===== src/rtl/strum_seq_pkg.sv =====
// Shared definitions for the strum sequencer.
//   state_t   : sequencer FSM states
//   cmd_t     : command word layout {mask, hold} at the default hold width
//   LINE_*    : bit positions of the instrument lines in mask/inst
package strum_seq_pkg;

  typedef enum logic [2:0] {
    S_IDLE  = 3'd0,
    S_LOAD  = 3'd1,
    S_PRESS = 3'd2,
    S_REST  = 3'd3,
    S_GAP   = 3'd4
  } state_t;

  localparam int unsigned CMD_HOLD_W = 8;

  typedef struct packed {
    logic [2:0]            mask;
    logic [CMD_HOLD_W-1:0] hold;
  } cmd_t;

  localparam int unsigned LINE_GREEN = 0;
  localparam int unsigned LINE_BLUE  = 1;
  localparam int unsigned LINE_FOOT  = 2;

endpackage


===== src/rtl/strum_cmd_fifo.sv =====
// Command FIFO for the strum sequencer.
// Ports:
//   clk, rst   : clock, asynchronous active-high reset
//   push_i     : write wdata_i (ignored when full or flushing)
//   pop_i      : drop the head entry (ignored when empty or flushing)
//   flush_i    : discard all entries
//   wdata_i    : entry to write
//   rdata_o    : head entry (show-ahead)
//   full_o     : no free entry
//   empty_o    : no stored entry
//   fill_o     : current occupancy
module strum_cmd_fifo
  import strum_seq_pkg::*;
#(
  parameter int unsigned DEPTH  = 4,
  parameter int unsigned DATA_W = 3 + CMD_HOLD_W
) (
  input  logic                    clk,
  input  logic                    rst,
  input  logic                    push_i,
  input  logic                    pop_i,
  input  logic                    flush_i,
  input  logic [DATA_W-1:0]       wdata_i,
  output logic [DATA_W-1:0]       rdata_o,
  output logic                    full_o,
  output logic                    empty_o,
  output logic [$clog2(DEPTH):0]  fill_o
);

  localparam int unsigned AW = $clog2(DEPTH);

  logic [DATA_W-1:0] mem_q [DEPTH];
  logic [AW-1:0]     wr_q, rd_q;
  logic [AW:0]       cnt_q;
  logic              do_push, do_pop;

  assign full_o  = (cnt_q == (AW+1)'(DEPTH));
  assign empty_o = (cnt_q == '0);
  assign fill_o  = cnt_q;
  assign rdata_o = mem_q[rd_q];

  assign do_push = push_i && !full_o && !flush_i;
  assign do_pop  = pop_i && !empty_o && !flush_i;

  // Pointer/occupancy stage; pointers wrap naturally since DEPTH is a power of two.
  always_ff @(posedge clk or posedge rst) begin
    if (rst) begin
      wr_q  <= '0;
      rd_q  <= '0;
      cnt_q <= '0;
    end else if (flush_i) begin
      wr_q  <= '0;
      rd_q  <= '0;
      cnt_q <= '0;
    end else begin
      if (do_push) wr_q <= wr_q + AW'(1);
      if (do_pop)  rd_q <= rd_q + AW'(1);
      case ({do_push, do_pop})
        2'b10:   cnt_q <= cnt_q + (AW+1)'(1);
        2'b01:   cnt_q <= cnt_q - (AW+1)'(1);
        default: cnt_q <= cnt_q;
      endcase
    end
  end

  // Storage stage: data only, no reset.
  always_ff @(posedge clk) begin
    if (do_push) mem_q[wr_q] <= wdata_i;
  end

endmodule


===== src/rtl/strum_sequencer.sv =====
// Strum sequencer: plays queued commands as timed press/release waveforms on
// the three instrument lines (green strum, blue strum, drum foot).
// Ports:
//   clk, rst   : clock, asynchronous active-high reset
//   cmd_valid  : command offered;  cmd_ready: command can be accepted
//   cmd_mask   : lines to press;   cmd_hold : press length in ticks (0 -> 1)
//   flush      : drop queued commands and release all lines
//   inst       : registered press lines to the debouncer
//   busy       : FSM active or commands queued
//   fill       : FIFO occupancy
module strum_sequencer
  import strum_seq_pkg::*;
#(
  parameter int unsigned TICK_DIV   = 50000,
  parameter int unsigned GAP_TICKS  = 10,
  parameter int unsigned FIFO_DEPTH = 4,
  parameter int unsigned HOLD_W     = 8
) (
  input  logic                         clk,
  input  logic                         rst,
  input  logic                         cmd_valid,
  output logic                         cmd_ready,
  input  logic [2:0]                   cmd_mask,
  input  logic [HOLD_W-1:0]            cmd_hold,
  input  logic                         flush,
  output logic [2:0]                   inst,
  output logic                         busy,
  output logic [$clog2(FIFO_DEPTH):0]  fill
);

  localparam int unsigned CNT_W  = (TICK_DIV > 2) ? $clog2(TICK_DIV) : 1;
  localparam int unsigned DATA_W = 3 + HOLD_W;

  // A zero hold would never complete a duration compare; play it as one tick.
  function automatic logic [HOLD_W-1:0] hold_floor1(input logic [HOLD_W-1:0] h);
    return (h == '0) ? HOLD_W'(1) : h;
  endfunction

  state_t            state_q, state_d;
  logic [CNT_W-1:0]  cnt_q, cnt_d;
  logic [HOLD_W-1:0] dur_q, dur_d;
  logic [2:0]        mask_q;
  logic [HOLD_W-1:0] hold_q;
  logic [2:0]        inst_q, inst_d;
  logic              avail_q;
  logic              push, pop, tick, timed, entry, timer_done;
  logic              fifo_full, fifo_empty;
  logic [DATA_W-1:0] fifo_rdata;

  assign cmd_ready = !fifo_full && !flush;
  assign push      = cmd_valid && cmd_ready;

  strum_cmd_fifo #(
    .DEPTH  (FIFO_DEPTH),
    .DATA_W (DATA_W)
  ) u_fifo (
    .clk     (clk),
    .rst     (rst),
    .push_i  (push),
    .pop_i   (pop),
    .flush_i (flush),
    .wdata_i ({cmd_mask, cmd_hold}),
    .rdata_o (fifo_rdata),
    .full_o  (fifo_full),
    .empty_o (fifo_empty),
    .fill_o  (fill)
  );

  assign tick  = (cnt_q == CNT_W'(TICK_DIV - 1));
  assign timed = (state_q == S_PRESS) || (state_q == S_REST) || (state_q == S_GAP);
  assign timer_done = tick && ((state_q == S_GAP) ? (dur_q == HOLD_W'(GAP_TICKS - 1))
                                                  : (dur_q == hold_q - HOLD_W'(1)));

  // Next-state logic; flush overrides everything, but a press always ends in a gap.
  always_comb begin
    state_d = state_q;
    if (flush) begin
      state_d = (state_q == S_PRESS) ? S_GAP : S_IDLE;
    end else begin
      case (state_q)
        S_IDLE:  if (avail_q && !fifo_empty) state_d = S_LOAD;
        S_LOAD:  state_d = (mask_q != 3'b000) ? S_PRESS : S_REST;
        S_PRESS: if (timer_done) state_d = S_GAP;
        S_REST:  if (timer_done) state_d = S_IDLE;
        S_GAP:   if (timer_done) state_d = S_IDLE;
        default: state_d = S_IDLE;
      endcase
    end
  end

  // Outputs: lines are driven exactly while the next state is PRESS.
  always_comb begin
    pop    = (state_q == S_IDLE) && (state_d == S_LOAD);
    inst_d = (state_d == S_PRESS) ? mask_q : 3'b000;
  end

  // Tick and duration counters restart on every state entry so each timed
  // state lasts an exact multiple of TICK_DIV clocks.
  always_comb begin
    entry = flush || (state_d != state_q);
    cnt_d = '0;
    dur_d = '0;
    if (!entry) begin
      cnt_d = tick ? '0 : cnt_q + CNT_W'(1);
      dur_d = (tick && timed) ? dur_q + HOLD_W'(1) : dur_q;
    end
  end

  // Control register stage. avail_q is the FIFO non-empty flag one clock
  // late, which keeps the push handshake out of the IDLE pop decision.
  always_ff @(posedge clk or posedge rst) begin
    if (rst) begin
      state_q <= S_IDLE;
      cnt_q   <= '0;
      dur_q   <= '0;
      inst_q  <= 3'b000;
      avail_q <= 1'b0;
    end else begin
      state_q <= state_d;
      cnt_q   <= cnt_d;
      dur_q   <= dur_d;
      inst_q  <= inst_d;
      avail_q <= !flush && !fifo_empty;
    end
  end

  // Command latch stage: data only, captured on pop.
  always_ff @(posedge clk) begin
    if (pop) begin
      mask_q <= fifo_rdata[DATA_W-1 -: 3];
      hold_q <= hold_floor1(fifo_rdata[HOLD_W-1:0]);
    end
  end

  assign inst = inst_q;
  assign busy = (state_q != S_IDLE) || !fifo_empty;

endmodule


===== config.mk =====
export PLATFORM = sky130hd
export DESIGN_NAME = strum_sequencer
export DESIGN_NICKNAME = d
export VERILOG_FILES = /design/src/rtl/strum_seq_pkg.sv /design/src/rtl/strum_cmd_fifo.sv /design/src/rtl/strum_sequencer.sv
export SDC_FILE = /design/constraint.sdc
export NUM_CORES = 1
export LEC_CHECK = 0
export ABC_CLOCK_PERIOD_IN_PS = 2700
export BUFFER_PORTS_ARGS = -buffer_cell sky130_fd_sc_hd__buf_2
export CORE_MARGIN = 3
export CORE_UTILIZATION = 25
export CTS_CLUSTER_SIZE = 25
export DETAILED_ROUTE_END_ITERATION = 10
export PLACE_DENSITY = 0.41
export SLEW_MARGIN = 20
export SYNTH_ARGS = -nofsm -noshare
export SYNTH_HDL_FRONTEND = slang
export SYNTH_SLANG_ARGS = --single-unit

===== constraint.sdc =====
create_clock -name clk -period 2.7 [get_ports clk]
set_input_delay 0.54 -clock clk [delete_from_list [all_inputs] [get_ports clk]]
set_output_delay 0.54 -clock clk [all_outputs]
set_load 0.03 [all_outputs]

Yosys cells after proc, flatten, opt, wreduce, memory -nomap -nowiden
Memory sizes are Yosys's and may differ from the RTL's. Cells that the tools add are included.

Register bits after elaboration: 49. Bits in writable memories: 44. Input port bits: 15. Word-level logic and storage cells: 80. Memories kept: 1.

Memories: u_fifo.mem_q (words 4, width 11, rd ports 1, clocked after memory_dff 0, wr ports 1, line strum_cmd_fifo.sv:32) `logic [DATA_W-1:0] mem_q [DEPTH];`.

$add $sub $neg: 7. Eq/ne operators: 13. Mux-type cells: 21. Reductions and logical operators: 28.

Operator list (count): 2-to-1 mux 16 bit (2); 2-to-1 mux 3 bit (7); adder 16 x 1 -> 16 bit, second input constant (1); equality test 16 bit, second input constant (1); 2-to-1 mux 8 bit (2); case mux 3 bit (4 select lines) (1); logical AND 1 bit (11); equality test 3 x 2 -> 1 bit, second input constant (3); nonzero test 3 bit (3); adder 8 x 1 -> 8 bit, second input constant (1); equality test 8 x 4 -> 1 bit, second input constant (1); equality test 8 bit (1); logical NOT 8 bit (1); 2-to-1 mux 2 bit (4); subtractor 8 x 1 -> 8 bit, second input constant (1); equality test 3 x 1 -> 1 bit, second input constant (2); equality test 3 bit, second input constant (2); logical NOT 3 bit (2); case mux 3 bit (2 select lines) (1); nonzero test 2 bit (3); adder 2 x 1 -> 2 bit, second input constant (2); logical OR 1 bit (4); 2-to-1 mux 1 bit (4); adder 3 x 1 -> 3 bit, second input constant (1); 6 further kinds (8).

Longest topological paths before layout
Gate-level depths: netlist of the first run.

Word-level depth: 14. Mapped depth: 11. Mapped depth without buffers: 10.

Modules after synthesis
A second synthesis of the first run with hierarchy kept.

Cells, all modules: 373. Area total of the unflattened synthesis: 4655.7 um^2.

By module, submodules not included: strum_sequencer (instances 1, cells each 249, area an instance 2487.4 um^2, sequential area each 1106.1 um^2); strum_cmd_fifo (instances 1, cells each 124, area an instance 2168.3 um^2, sequential area each 1496.4 um^2).

Worst setup path after synthesis of the first run
OpenSTA, ideal clock, no wires.

Kind: register -> register. Start: register hold_q[0]. End: register state_q[2]. Library setup time: 0.128 ns. Arrival: 2.333 ns. Required time: 2.572 ns. Path slack: 0.240 ns. Cell stages (with the launch flop): 9. Path buffers: 0. Period minus slack after synthesis: 2.460 ns. Cells stage by stage: edfxtp_1 > inv_1 > ha_1 > nor3b_2 > xnor3_1 > nor4b_1 > nor3_2 > o31ai_1 > mux2_1.

Longest elaborated chain between the ends: 7.

Ends and longest elaborated chain: start: declaration (line strum_sequencer.sv:43) `logic [HOLD_W-1:0] hold_q;`; start signal: assignment (line strum_sequencer.sv:131) `hold_q <= hold_floor1(fifo_rdata[HOLD_W-1:0]);`; subtractor 8 x 1 -> 8 bit (*) (line strum_sequencer.sv:72) `: (dur_q == hold_q - HOLD_W'(1)));`; equality test 8 bit (*) (line strum_sequencer.sv:72); 2-to-1 mux 1 bit (*) (line strum_sequencer.sv:71) `assign timer_done = tick && ((state_q == S_GAP) ? (dur_q == HOLD_W'(GAP_TICKS - 1))`; logical AND 1 bit (*) (line strum_sequencer.sv:71); 2-to-1 mux 3 bit (on tied branches) (line strum_sequencer.sv:84, strum_sequencer.sv:85, strum_sequencer.sv:83); case mux 3 bit (4 select lines) (*) (line strum_sequencer.sv:80) `case (state_q)`; 2-to-1 mux 3 bit (*) (line strum_sequencer.sv:77) `if (flush) begin`; via state_d[2] (line strum_sequencer.sv:39) `state_t state_q, state_d;`; end signal: assignment (line strum_sequencer.sv:119) `state_q <= state_d;`; end: declaration (line strum_sequencer.sv:39).

Mark *: on every way through the listed nets, which the timed path passes. The rest lies on a longest branch. A chain may end at the register's enable or synchronous reset.

Worst setup path in the final report of the first run
Same ends and word-level chain as after synthesis.

==> results of run 1 <==
==> layout make-up <==
| cell class | instances | area share |
|---|---|---|
| Sequential cell | 93 | 0.495 |
| Multi-Input combinational cell | 233 | 0.339 |
| Tap cell | 225 | 0.0535 |
| Timing Repair Buffer | 41 | 0.0480 |
| Clock buffer | 9 | 0.0428 |
| Clock inverter | 7 | 0.0150 |
| Inverter | 10 | 0.00713 |
==> per-stage QoR <==
step | instance area (um^2) | util | hold WS [ps] | cells | setup slack, ps
2_1_floorplan | 4470 | - | 447 | 350 | 240
3_3_place_gp | 4950 | 0.284 | 489 | 602 | 225
3_5_place_dp | 4950 | 0.284 | 500 | 602 | 140
4_1_cts | 5260 | 0.302 | 320 | 618 | 118
5_1_grt | 5260 | 0.302 | 353 | 618 | 15.5
6_report | 5260 | 0.302 | 305 | 618 | 158
==> routing by layer <==
metal	track usage	routed length, um	vias up
met4	0.0311	140	0
met1	0.124	4160	1364
li1	-	-	1363
met3	0.0299	288	12
met5	0	0	-
met2	0.171	4690	30
==> sequential cells by signal (all words and copies together), names as in the netlist, 3 cells and up <==
signal and cells:
mask_q 3, u_fifo.mem_q 44, u_fifo.fill_o 3, cnt_q 16, hold_q 8, dur_q 8, state_q 3, inst 3
==> where the power goes <==
| part | internal [mW] | switching (mW) |
|---|---|---|
| clock | 0.657 | 0.617 |
| combinational | 0.0633 | 0.108 |
| sequential | 1.54 | 0.0191 |
==> cells in the final DEF, fill, tap and decap left out, drive strengths merged, types with 2 or more instances in the layout <==
cell type | synthesis | routed
nand3b | 2 | 2
buf | 3 | 41
nor3b | 2 | 2
clkinvlp | 0 | 2
xnor2 | 15 | 15
edfxtp | 55 | 55
and2 | 9 | 9
inv | 10 | 13
or4 | 2 | 2
mux2i | 5 | 5
a21o | 2 | 2
a21oi | 5 | 5
nor3 | 7 | 7
mux2 | 3 | 3
clkbuf | 11 | 9
nor4b | 5 | 5
a211oi | 8 | 8
nand2 | 33 | 33
and4 | 2 | 2
nor2b | 3 | 3
or3b | 2 | 2
o22ai | 3 | 3
clkinv | 0 | 2
mux4 | 11 | 11
nand4 | 6 | 6
ha | 7 | 7
xor2 | 12 | 12
o31ai | 4 | 4
o21ai | 7 | 7
nand3 | 8 | 8
nor4bb | 2 | 2
nor4 | 7 | 7
dfrtp | 38 | 38
nor2 | 32 | 32
or3 | 6 | 6
and3 | 7 | 7
nand2b | 5 | 5
==> logic make-up (layout without fill, tap and decap cells) <==
group | count (synthesis) | after routing | synth area share
buffers and inverters | 24 | 67 | 0.0202
AO/OA/AOI/OAI | 37 | 37 | 0.0663
multiplexers | 19 | 19 | 0.0742
adder cells (fa/ha/maj) | 8 | 8 | 0.0241
XOR/XNOR | 28 | 28 | 0.0579
AND/OR/NAND/NOR | 141 | 141 | 0.175
flip-flops | 93 | 93 | 0.582
==> final timing paths <==
kind,start,to,slack [ps],cells after the start
min,rst,u_fifo.wr_q[0]$_DFFE_PP0P_,300,3
max reg2reg,hold_q[0]$_SDFFCE_PN1N_,state_q[2]$_DFF_PP0_,160,6
max,hold_q[0]$_SDFFCE_PN1N_,state_q[2]$_DFF_PP0_,160,6
min in group clk,cmd_hold[0],u_fifo.mem_q[2][0]$_DFFE_PP_,400,1
max in group asynchronous,rst,dur_q[6]$_DFFE_PP0P_,2030,3
min reg2reg,cnt_q[0]$_DFF_PP0_,cnt_q[0]$_DFF_PP0_,490,1
==> worst max-delay path: cells and delay by family (launching register included) <==
| kind | cells | cell delay [ps] |
|---|---|---|
| compound gates | 3 | 660 |
| flops | 1 | 470 |
| mux | 1 | 360 |
| simple gates | 2 | 930 |
==> timing repair <==
action | CTS | global route
endpoints found under the hold margin | 0 | 0
resized for setup | 0 | 1
setup endpoints to repair | 0 | 12
==> impl_metrics.py, run 1 <==
metrics = {
    "outcome": {
        "outcome": "finished clean",
    },
    "logic_synthesis": {
        "async_reset_ff_frac": 0.409,
        "yosys-top-cells-count": "55 x edfxtp_1, 38 x dfrtp_1, 33 x nand2_1, 32 x nor2_1, 15 x xnor2_1",
        "ys_ff_latch": 93,
        "syn_inst": 350,
        "yosys.area.top_type": "edfxtp_1",
        "syn_nets": 373,
        "synth.avg_cell_area_um2": 12.8,
        "synth_top_area_frac": 0.369,
        "synth.most_common_cell": "edfxtp_1",
        "synthTopCellsByArea": "edfxtp_1 37%, dfrtp_1 21%, mux4_2 5.5%",
        "ys_types": 52,
        "netlist_area_um2": 4470,
        "yosys_warnings": 0,
        "ys.flop_type": "edfxtp_1",
        "synth_edf_count": 55,
        "ys_seq_area_frac": 0.582,
    },
    "sta": {
        "max_freq_ghz": 0.393,
        "slew_headroom": 0.608,
        "setup_violations": 0,
        "fin_setup_tns_ps": 0,
        "tightest_slew_ps": 588,
        "fin_skew_ps": 7.06,
        "min_period_ps": 2540,
        "rsz0062_at_grt": "false",
        "finalHoldViolCount": 0,
        "fin_crit_sh": 0.942,
        "maxSlewViolCount": 0,
    },
    "floorplan": {
        "dieArea_um2": 19500,
        "coreArea_um2": 17400,
        "io_pins": 23,
        "die_w_um": 140,
        "fp-row-count": 48,
        "start_util": 0.257,
        "die-height_um": 140,
    },
    "detailed_routing": {
        "drt-pass1-iter-count": 4,
        "avgViaCountPerCell": 4.48,
        "drcViolationCount": 0,
        "vias": 2769,
        "wirelength_mm": 9.28,
        "wl_per_cell_um": 15.0,
        "drtAntennaViolNets": 0,
        "drt_iter0_markers": 119,
    },
    "pwr": {
        "total_power_mw": 3.01,
        "p_per_area_nw_per_um2": 572,
        "leakage_nw": 1.99,
        "irDropWorstVdd_mv": 0.303,
    },
    "job": {
        "maxCapViolCount": 0,
    },
    "grt": {
        "grt_pass1_wl_mm": 15.5,
        "grt.total_usage": 0.101,
        "grt_pass1_vias": 2954,
        "overflow": 0,
        "grt_max_degree": 39,
        "antenna_found_initial": 0,
    },
    "critical_path": {
        "arrival_ps": 2770,
        "critPathKind": "register to register",
        "required_ps": 2920,
        "start_kind": "register",
        "cpPeakStageDelay_ps": 610,
        "crit_chain": "or4_4, nor4_2, o21a_1, o2111ai_2, o31ai_1, mux2_1",
        "end_kind": "register",
        "crit_fanout": 6,
        "cp_slowest_cell": "or4_4",
    },
    "finish": {
        "antennaDiodeCount": 0,
        "area_growth_pct": 17.7,
        "multi_input_area_um2": 1780,
        "regArea_um2": 2600,
        "final_nets": 411,
        "num-fill-cells": 1781,
        "drive_gt1_frac": 0.219,
    },
    "cts": {
        "clock_latency_ps": 350,
        "cts_hold_buf": 0,
        "cts_tree": "built",
        "cts_root_buf": "clkbuf_16",
        "clk_path_buf_depth": 2,
        "cts_setup_buffers": 0,
        "cts_sinks": 93,
        "cts-buffers-inserted": 9,
        "cts.reportedPaths.clkPinSlew_ps": 70,
        "h-tree-depth": 3,
    },
    "min_path": {
        "hold_path.class": "input pin to asynchronous set/reset pin",
    },
    "placed_design": {
        "portBuffers": 22,
        "dp_hpwl_mm": 6.54,
        "place_congestion": 0.727,
    },
}
Note: power is estimated with default switching activity, not from simulation.
==> run 2: changes to the inputs <==
--- a/config.mk
+++ b/config.mk
@@ -7,7 +7,6 @@
 export LEC_CHECK = 0
 export ABC_CLOCK_PERIOD_IN_PS = 2700
 export BUFFER_PORTS_ARGS = -buffer_cell sky130_fd_sc_hd__buf_2
-export CORE_MARGIN = 3
 export CORE_UTILIZATION = 25
 export CTS_CLUSTER_SIZE = 25
 export DETAILED_ROUTE_END_ITERATION = 10
==> impl_metrics.py, run 2 (same netlist as run 1, synthesis figures left out) <==
metrics = {
    "outcome": {
        "outcome": "finished clean",
    },
    "grt": {
        "grt.total_usage": 0.111,
        "grt_use_met3": 0.0303,
        "top_usage_layer": "met2",
        "grt_pass1_vias": 2945,
        "overflow": 0,
        "grt_use_met1": 0.133,
        "gr-usage-met2": 0.188,
        "grt_pass1_wl_mm": 15.3,
        "grt_max_degree": 39,
        "antenna_found_initial": 0,
    },
    "sta": {
        "rsz0062_at_grt": "false",
        "max_freq_ghz": 0.400,
        "fin_skew_ps": 5.58,
        "fin_setup_tns_ps": 0,
        "tightest_slew_ps": 575,
        "setup_violations": 0,
        "finalHoldViolCount": 0,
        "maxSlewViolCount": 0,
        "fin_crit_sh": 0.926,
        "min_period_ps": 2500,
        "fin_ws_ps": 201,
        "slew_headroom": 0.617,
    },
    "pwr": {
        "p_per_area_nw_per_um2": 561,
        "irDropWorstVdd_mv": 0.401,
        "leakage_nw": 2.00,
        "total_power_mw": 2.95,
    },
    "detailed_routing": {
        "drtAntennaViolNets": 0,
        "vias": 2837,
        "drt-pass1-iter-count": 5,
        "drcViolationCount": 0,
        "wirelength_mm": 9.10,
        "avgViaCountPerCell": 4.58,
        "wl_per_cell_um": 14.7,
        "drt_iter0_markers": 96,
    },
    "floorplan": {
        "start_util": 0.258,
        "die_w_um": 136,
        "dieArea_um2": 18400,
        "die-height_um": 136,
        "coreArea_um2": 17400,
        "io_pins": 23,
        "fp-row-count": 48,
    },
    "cts": {
        "clk_path_buf_depth": 2,
        "clock_latency_ps": 350,
        "cts_resized": 0,
        "h-tree-depth": 3,
        "cts_setup_buffers": 0,
        "cts_sinks": 93,
        "cts.reportedPaths.clkPinSlew_ps": 70,
        "cts_tree": "built",
        "cts-buffers-inserted": 9,
        "cts_root_buf": "clkbuf_16",
        "cts_hold_buf": 0,
    },
    "critical_path": {
        "ff2ff_path_depth": 7,
        "worst-r2r-setup-slack_ps": 200,
        "r2r_start": "hold_q[0]$_SDFFCE_PN1N_",
        "required_ps": 2960,
        "end_kind": "register",
        "cpPeakStageDelay_ps": 610,
        "arrival_ps": 2760,
        "start_kind": "register",
        "crit_fanout": 10,
        "cp-endpoint": "dur_q[4]$_DFFE_PP0P_",
        "critPathLaunch": "hold_q[0]$_SDFFCE_PN1N_",
        "r2r-end": "dur_q[4]$_DFFE_PP0P_",
        "critPathKind": "register to register",
        "crit_chain": "or4_4, or3_1, a21o_1, a31oi_4, o31ai_4, buf_4, a211oi_1",
        "cp_slowest_cell": "or4_4",
    },
    "finish": {
        "regMostFlops": "u_fifo.mem_q",
        "area_growth_pct": 17.5,
        "layout_common_cells": "55 x edfxtp_1, 38 x dfrtp_1, 33 x nand2_1, 32 x nor2_1, 22 x buf_2",
        "top_regs": "u_fifo.mem_q (44), cnt_q (16)",
        "antennaDiodeCount": 0,
        "num-fill-cells": 1724,
        "layout_commonest_cell": "edfxtp_1",
        "drive_gt1_frac": 0.223,
        "largest_reg_flops": 44,
        "postLayoutCoreUtil": 0.303,
        "final_nets": 413,
    },
    "min_path": {
        "hold_path.class": "input pin to asynchronous set/reset pin",
    },
    "placed_design": {
        "place_worst_setup_slack_ps": 79.7,
        "portBuffers": 22,
        "dp_hpwl_mm": 6.45,
        "place_congestion": 0.760,
    },
    "job": {
        "maxCapViolCount": 0,
    },
}
run 2: cell types whose count changed in the layout (fill, tap and decap cells not counted):
| cell | previous run | this run |
|---|---|---|
| buf_4 | 19 | 21 |
| inv_6 | 1 | 2 |
| clkinv_4 | 0 | 2 |
| clkinv_8 | 2 | 0 |
| inv_8 | 2 | 1 |
| clkinv_2 | 0 | 2 |
| clkinvlp_4 | 2 | 0 |
run 2: worst max-delay path: cells and delay by family (launching register included):
family,cells,cell delay [ps]
and+or+nand+nor,2,940
DFF,1,470
AOI/OAI and AO/OA,4,810
buffers and inverters,1,190
run 2: through the flow:
step / instance area (um^2) / instances / hold slack [ps]
global route: 5260 / 620 / 367
floorplan: 4470 / 350 / 447
CTS: 5250 / 620 / 334
global placement: 4970 / 604 / 490
finish: 5260 / 620 / 319
detailed placement: 4970 / 604 / 495
run 2: cell type report:
type / instances / area [um^2] / area share
Clock buffer: 9 / 225 / 0.0429
Sequential cell: 93 / 2600 / 0.495
Inverter: 10 / 37.5 / 0.00714
Clock inverter: 7 / 56.3 / 0.0107
Timing Repair Buffer: 43 / 268 / 0.0510
Multi-Input combinational cell: 233 / 1780 / 0.340
Tap cell: 225 / 282 / 0.0536
run 2: metal layers:
layer | vias up | share of wire
met1 | 1421 | 0.46
li1 | 1370 | -
met2 | 38 | 0.50
met3 | 8 | 0.026
met4 | 0 | 0.014
met5 | - | 0
run 2: worst min path at each step:
stage | end
global route | u_fifo.fill_o[2]$_DFFE_PP0P_
detailed placement | cnt_q[0]$_DFF_PP0_
CTS | u_fifo.fill_o[2]$_DFFE_PP0P_
global placement | cnt_q[0]$_DFF_PP0_
floorplan | cnt_q[0]$_DFF_PP0_
finish | u_fifo.fill_o[2]$_DFFE_PP0P_
run 2: power by group:
| part | internal (mW) | leakage, nW | switching [mW] |
|---|---|---|---|
| combinational | 0.0643 | 0.834 | 0.108 |
| clock | 0.637 | 0.142 | 0.571 |
| sequential | 1.55 | 1.02 | 0.0195 |
